==> src/rtl/de_pipe.sv <==
// rtl/de_pipe.sv - decode-to-execute pipeline register with hazard control and event counters
module de_pipe #(
    parameter int CNT_W = 32
) (
    input  logic             clk_i,
    input  logic             rst_n_i,
    input  logic [3:0]       d_stat_i,
    input  logic [3:0]       D_icode_i,
    input  logic [3:0]       D_ifun_i,
    input  logic [63:0]      d_valC_i,
    input  logic [63:0]      d_valA_i,
    input  logic [63:0]      d_valB_i,
    input  logic [3:0]       d_dstE_i,
    input  logic [3:0]       d_dstM_i,
    input  logic [3:0]       d_srcA_i,
    input  logic [3:0]       d_srcB_i,
    input  logic             e_Cnd_i,
    input  logic [3:0]       M_icode_i,
    input  logic [3:0]       m_stat_i,
    input  logic [3:0]       W_stat_i,
    output logic [3:0]       E_stat_o,
    output logic [3:0]       E_icode_o,
    output logic [3:0]       E_ifun_o,
    output logic [63:0]      E_valC_o,
    output logic [63:0]      E_valA_o,
    output logic [63:0]      E_valB_o,
    output logic [3:0]       E_dstE_o,
    output logic [3:0]       E_dstM_o,
    output logic [3:0]       E_srcA_o,
    output logic [3:0]       E_srcB_o,
    output logic             F_stall_o,
    output logic             D_stall_o,
    output logic             D_bubble_o,
    output logic             E_bubble_o,
    output logic             M_bubble_o,
    output logic             set_cc_o,
    output logic [CNT_W-1:0] stall_cnt_o,
    output logic [CNT_W-1:0] bubble_cnt_o
);

    localparam logic [3:0] INOP    = 4'h1;
    localparam logic [3:0] IMRMOVQ = 4'h5;
    localparam logic [3:0] IOPQ    = 4'h6;
    localparam logic [3:0] IJXX    = 4'h7;
    localparam logic [3:0] IRET    = 4'h9;
    localparam logic [3:0] IPOPQ   = 4'hB;
    localparam logic [3:0] SAOK    = 4'h1;
    localparam logic [3:0] RNONE   = 4'hF;
    localparam logic [CNT_W-1:0] CNT_MAX = '1;

    logic load_use;
    logic ret_haz;
    logic mispred;
    logic exc_mw;

    always_comb begin
        load_use = ((E_icode_o == IMRMOVQ) || (E_icode_o == IPOPQ)) &&
                   (E_dstM_o != RNONE) &&
                   ((E_dstM_o == d_srcA_i) || (E_dstM_o == d_srcB_i));
        ret_haz  = (D_icode_i == IRET) || (E_icode_o == IRET) || (M_icode_i == IRET);
        mispred  = (E_icode_o == IJXX) && !e_Cnd_i;
        exc_mw   = (m_stat_i != SAOK) || (W_stat_i != SAOK);
    end

    assign F_stall_o  = load_use || ret_haz;
    assign D_stall_o  = load_use;
    assign D_bubble_o = mispred || (ret_haz && !load_use);
    assign E_bubble_o = mispred || load_use;
    assign M_bubble_o = exc_mw;
    assign set_cc_o   = (E_icode_o == IOPQ) && !exc_mw;

    // E never stalls: each edge loads either a bubble or the decode-stage values.
    always_ff @(posedge clk_i or negedge rst_n_i) begin
        if (!rst_n_i) begin
            E_stat_o  <= SAOK;
            E_icode_o <= INOP;
            E_ifun_o  <= 4'h0;
            E_valC_o  <= 64'h0;
            E_valA_o  <= 64'h0;
            E_valB_o  <= 64'h0;
            E_dstE_o  <= RNONE;
            E_dstM_o  <= RNONE;
            E_srcA_o  <= RNONE;
            E_srcB_o  <= RNONE;
        end else if (E_bubble_o) begin
            E_stat_o  <= SAOK;
            E_icode_o <= INOP;
            E_ifun_o  <= 4'h0;
            E_valC_o  <= 64'h0;
            E_valA_o  <= 64'h0;
            E_valB_o  <= 64'h0;
            E_dstE_o  <= RNONE;
            E_dstM_o  <= RNONE;
            E_srcA_o  <= RNONE;
            E_srcB_o  <= RNONE;
        end else begin
            E_stat_o  <= d_stat_i;
            E_icode_o <= D_icode_i;
            E_ifun_o  <= D_ifun_i;
            E_valC_o  <= d_valC_i;
            E_valA_o  <= d_valA_i;
            E_valB_o  <= d_valB_i;
            E_dstE_o  <= d_dstE_i;
            E_dstM_o  <= d_dstM_i;
            E_srcA_o  <= d_srcA_i;
            E_srcB_o  <= d_srcB_i;
        end
    end

    // Saturating hazard-event counters.
    always_ff @(posedge clk_i or negedge rst_n_i) begin
        if (!rst_n_i) begin
            stall_cnt_o  <= '0;
            bubble_cnt_o <= '0;
        end else begin
            if (D_stall_o && (stall_cnt_o != CNT_MAX)) begin
                stall_cnt_o <= stall_cnt_o + 1'b1;
            end
            if (E_bubble_o && (bubble_cnt_o != CNT_MAX)) begin
                bubble_cnt_o <= bubble_cnt_o + 1'b1;
            end
        end
    end

endmodule

==> config.mk <==
export PLATFORM = sky130hd
export DESIGN_NAME = de_pipe
export DESIGN_NICKNAME = d
export VERILOG_FILES = /design/src/rtl/de_pipe.sv
export SDC_FILE = /design/constraint.sdc
export NUM_CORES = 1
export LEC_CHECK = 0
export BUFFER_PORTS_ARGS = -buffer_cell sky130_fd_sc_hd__buf_4
export CAP_MARGIN = 20
export CORE_AREA = 5 5 203 205
export DETAILED_ROUTE_END_ITERATION = 10
export DIE_AREA = 0 0 208 210
export PLACE_DENSITY = 0.63
export SYNTH_ARGS = -nofsm -noshare
export SYNTH_HDL_FRONTEND = slang
export SYNTH_SLANG_ARGS = --single-unit
==> constraint.sdc <==
create_clock -name clk_i -period 3.7 [get_ports clk_i]
set_input_delay 0.37 -clock clk_i [delete_from_list [all_inputs] [get_ports clk_i]]
set_output_delay 0.37 -clock clk_i [all_outputs]
set_load 0.05 [all_outputs]
== Yosys cells after proc, flatten, opt, wreduce, memory -nomap -nowiden ==
Cells that the tools add are included.
Storage, ports and cells
  logic and storage cells: 56
  register bits after elaboration: 284
  output and inout bits: 290
  input bits: 235
Operators by class
  reductions and logical operators: 18
  muxes and demuxes: 10
  equal/unequal tests: 14
  add/subtract/negate cells: 2
Operator list (number)
  64-bit two-way mux: 3
  32-bit by 1-bit adder with 32-bit output (second input constant): 2
  32-bit != test (second input constant): 2
  4-bit two-way mux: 7
  4-bit == test (second input constant): 4
  4-bit by 3-bit == test with 1-bit output (second input constant): 3
  4-bit == test: 2
  1-bit logical OR: 8
  4-bit by 1-bit != test with 1-bit output (second input constant): 2
  1-bit logical AND: 7
  4-bit != test (second input constant): 1
  1-bit zero test: 3

== Longest topological paths before layout ==
  depth after elaboration: 7
  gate-level depth with buffers: 8
  mapped depth without buffers: 8

== Worst setup path before layout ==
No wires, ideal clock.
  path type: reg2out
  start point: reg E_dstM_o[0]
  end point: out D_bubble_o
  cell stages (with the launch flop): 7
  arrival: 2905 ps
  required time: 3330 ps
  path slack: 425 ps
  path buffers: 1
  cell sequence: dfstp_2 xor2_1 nor4_4 o21ai_4 inv_4 buf_2 o21ai_0
Between the ends
  word-level cells in the longest chain between the ends: 6
  elaborated cells on any way between the ends: 9
  those cells by class: eq/ne (3); reduce/logical (6)
Ends and longest elaborated chain
  from (decl): RTL line 28  | output logic [3:0] E_dstM_o,
  from (signal assigned): RTL line 104  | E_dstM_o <= d_dstM_i;
  4-bit != test or 4-bit == test (tied branches): RTL line 58, 59
  1-bit logical AND or 1-bit logical OR (tied branches): RTL line 57, 59
  1-bit logical AND *: RTL line 58  | (E_dstM_o != RNONE) &&
  net D_stall_o: RTL line 32  | output logic D_stall_o,
  1-bit zero test *: RTL line 67  | assign D_bubble_o = mispred || (ret_haz && !load_use);
  1-bit logical AND *: RTL line 67
  1-bit logical OR *: RTL line 67
  to (decl): RTL line 33  | output logic D_bubble_o,
The timed path passes the listed nets; every way through them passes the cells marked *.

== Final worst setup path ==
  start point: reg E_dstM_o[0]
  end point: out E_bubble_o
Between the ends
  word-level cells in the longest chain between the ends: 4
  elaborated cells on any way between the ends: 7
  those cells by class: eq/ne (3); reduce/logical (4)
Ends and longest elaborated chain
  4-bit != test or 4-bit == test (tied branches): RTL line 58, 59
  1-bit logical AND or 1-bit logical OR (tied branches): RTL line 57, 59
  1-bit logical AND *: RTL line 58
  1-bit logical OR *: RTL line 68  | assign E_bubble_o = mispred || load_use;
  to (decl): RTL line 34  | output logic E_bubble_o,
Mark *: on every way between the ends. The rest lies on a longest branch, timed or not.

==> metrics.cfg <==
[sta]
fin_crit_ns = 3.07
worst_slack_ns = 0.630
clock.fmax_mhz = 326
fin_skew_ns = 0.0128
hold_viol = 0
tns_ns = 0
drv_slew = 0
whs_ns = 0.0449
slew_headroom_pct = 42.9
setup_violations = 0
grt_setup_unrepaired = no
post-route-period-util_pct = 83.0
tightest_slew_ns = 0.857

[logic_synthesis]
yosysTopAreaCell = dfrtp_1
yosysUniqueCellTypes = 47
yosysSeqAreaShare_pct = 68.0
yosysTopAreaCellShare_pct = 63.5
async_reset_ff_share_pct = 100
synth.ff_latch_count = 284
dominantRegCellSynth = dfrtp_1
synth_area_leaders = dfrtp_1, and3_1, dfstp_2
synth_edf_count = 0
synthCells = 791
synth.avg_cell_area_um2 = 13.3
syn_nets = 1028
ys_warn_count = 0
netlist_area_um2 = 10500

[run_status]
status = completed

[routing]
dr.first_iter.drc_count = 368
dr.pass1.iters = 4
routed_wl_um = 35200
wl_per_cell_um = 18.8
ant_nets = 0
num_vias = 8180
drc = 0
viasPerCell = 4.36

[clock_tree]
cts_tree = yes
clockBufferDepth = 3
path_clk_slew_ns = 0.06
clock_sinks = 284
clk_latency_ns = 0.55
cts_root_buffer = clkbuf_16
cts_buffers = 31
h-tree-depth = 1

[floorplanning]
die-area_um2 = 43700
start_util_pct = 26.7
die_h_um = 210
num_rows = 73
fp.coreArea_um2 = 39300
io_pins = 525
die_w_um = 208

[flow_run]
drv_cap = 0

[setup_path]
arrival_ns = 2.70
slowest_stage = dfstp_2
path_class = flip-flop to output port
critical_path.top_delay_family = flip-flops
critPathBufInv = 3
endpoint_kind = output port
worst_path_largest_cell_delay_ns = 0.58
required_ns = 3.33
cp-start-kind = flip-flop
cp_max_fo = 23
path_cells = xor2_1 -> nor4_4 -> o21ai_4 -> inv_4 -> nor2_8 -> inv_2 -> buf_4

[placement]
place_congestion = 0.854
post-place-ws_ns = 1.16
hpwlAfterDp_um = 26600
numPortBuffers = 524

[global_routing]
first_global_vias = 8692
grt_pass1_wl_um = 53600
antenna_found_initial = 1
track_usage_pct = 15.3
grt_max_degree = 110
overflow = 0

[finish]
drive_above_1_share_pct = 47.0
final_util_pct = 41.1
area_growth_pct = 54.0
fill_cells = 3792
final_cell_mix = buf_4, dfrtp_1, and3_1
multiInputGateArea_um2 = 3120
layout_commonest_cell = buf_4
fin_nets = 1561
ff_latch_area_um2 = 7130

[hold_path]
holdCritPathClass = primary input to flip-flop

[power_and_ir_drop]
ir_drop_uv = 453
powerDensity_nw_per_um2 = 491
power_mw = 7.94
p_leak_nw = 8.20

-- area by class of cell --
| type | count | area share (%) |
|---|---|---|
| Sequential cell | 284 | 44.1 |
| Multi-Input combinational cell | 451 | 19.3 |
| Timing Repair Buffer | 552 | 26.2 |
| Tap cell | 525 | 4.07 |
| Antenna cell | 2 | 0.0310 |
| Inverter | 4 | 0.108 |
| Clock inverter | 7 | 0.248 |
| Clock buffer | 50 | 5.87 |
-- cell families (layout without fill, tap and decap cells) --
family / Yosys count / after routing / synth area share, %
flip-flops: 284 / 284 / 68.0
adder cells (fa/ha/maj): 2 / 2 / 0.239
AO/OA/AOI/OAI: 10 / 10 / 1.06
AND/OR/NAND/NOR: 369 / 369 / 22.5
multiplexers: 1 / 1 / 0.107
buffers and inverters: 56 / 613 / 2.33
XOR/XNOR: 69 / 69 / 5.76
other: 0 / 2 / 0
-- report_power, final --
group / internal (mW) / switching, mW / total [mW]
clock network: 1.74 / 1.22 / 2.96
logic: 0.542 / 1.02 / 1.57
registers: 3.31 / 0.105 / 3.41
-- registers in the layout, indices dropped and copies added, names as in the netlist --
signal,flops
E_srcB_o,4
E_icode_o,4
bubble_cnt_o,32
E_srcA_o,4
E_dstM_o,4
stall_cnt_o,32
E_ifun_o,4
E_stat_o,4
E_valC_o,64
E_valB_o,64
E_dstE_o,4
E_valA_o,64
-- repair_timing --
item | CTS | global route
endpoints found under the setup margin | 0 | 0
setup buffers | 0 | 0
endpoints found under the hold margin | 100 | 0
hold buffers | 14 | 0
gates resized for setup | 0 | 0
-- final timing paths --
path                                  from         endpoint  slack (ns)  cells after the start
max in group asynchronous          rst_n_i     E_valB_o[24]        2.28                      3
min in group asynchronous          rst_n_i     E_valA_o[54]        0.49                      2
setup reg to reg               E_dstM_o[0]     E_valB_o[45]        1.15                      5
setup / recovery               E_dstM_o[0]       E_bubble_o        0.63                      7
hold reg to reg            stall_cnt_o[15]  stall_cnt_o[15]        0.50                      1
hold / removal                d_valC_i[13]     E_valC_o[13]        0.04                      2
-- synthesized netlist by cell type, types with 3 or more instances --
cell type	count
and2_1	4
and3_1	215
and4_1	4
buf_2	5
clkbuf_1	34
clkbuf_2	11
dfrtp_1	266
dfstp_2	18
nand2_1	32
nand3_1	21
nand4_1	26
nor2_1	7
nor3_1	8
nor3_2	7
nor3b_2	3
nor4_2	4
nor4_4	3
or3_1	21
xnor2_1	44
xor2_1	25
-- through the flow --
stage	cells	cell area, um^2
global route	1874	16100
detailed placement	1802	15000
finish	1875	16100
floorplan	791	10500
global placement	1802	15000
CTS	1873	16100
-- layer usage --
metal / vias to the layer above / part of all wire [%] / global-route usage, %
met5: - / 0 / 0
met4: 0 / 2.2 / 4.24
met3: 43 / 5.7 / 3.39
met2: 234 / 52 / 26.6
met1: 4082 / 41 / 19.5
li1: 3821 / - / -
(Power assumes the default switching activity.)
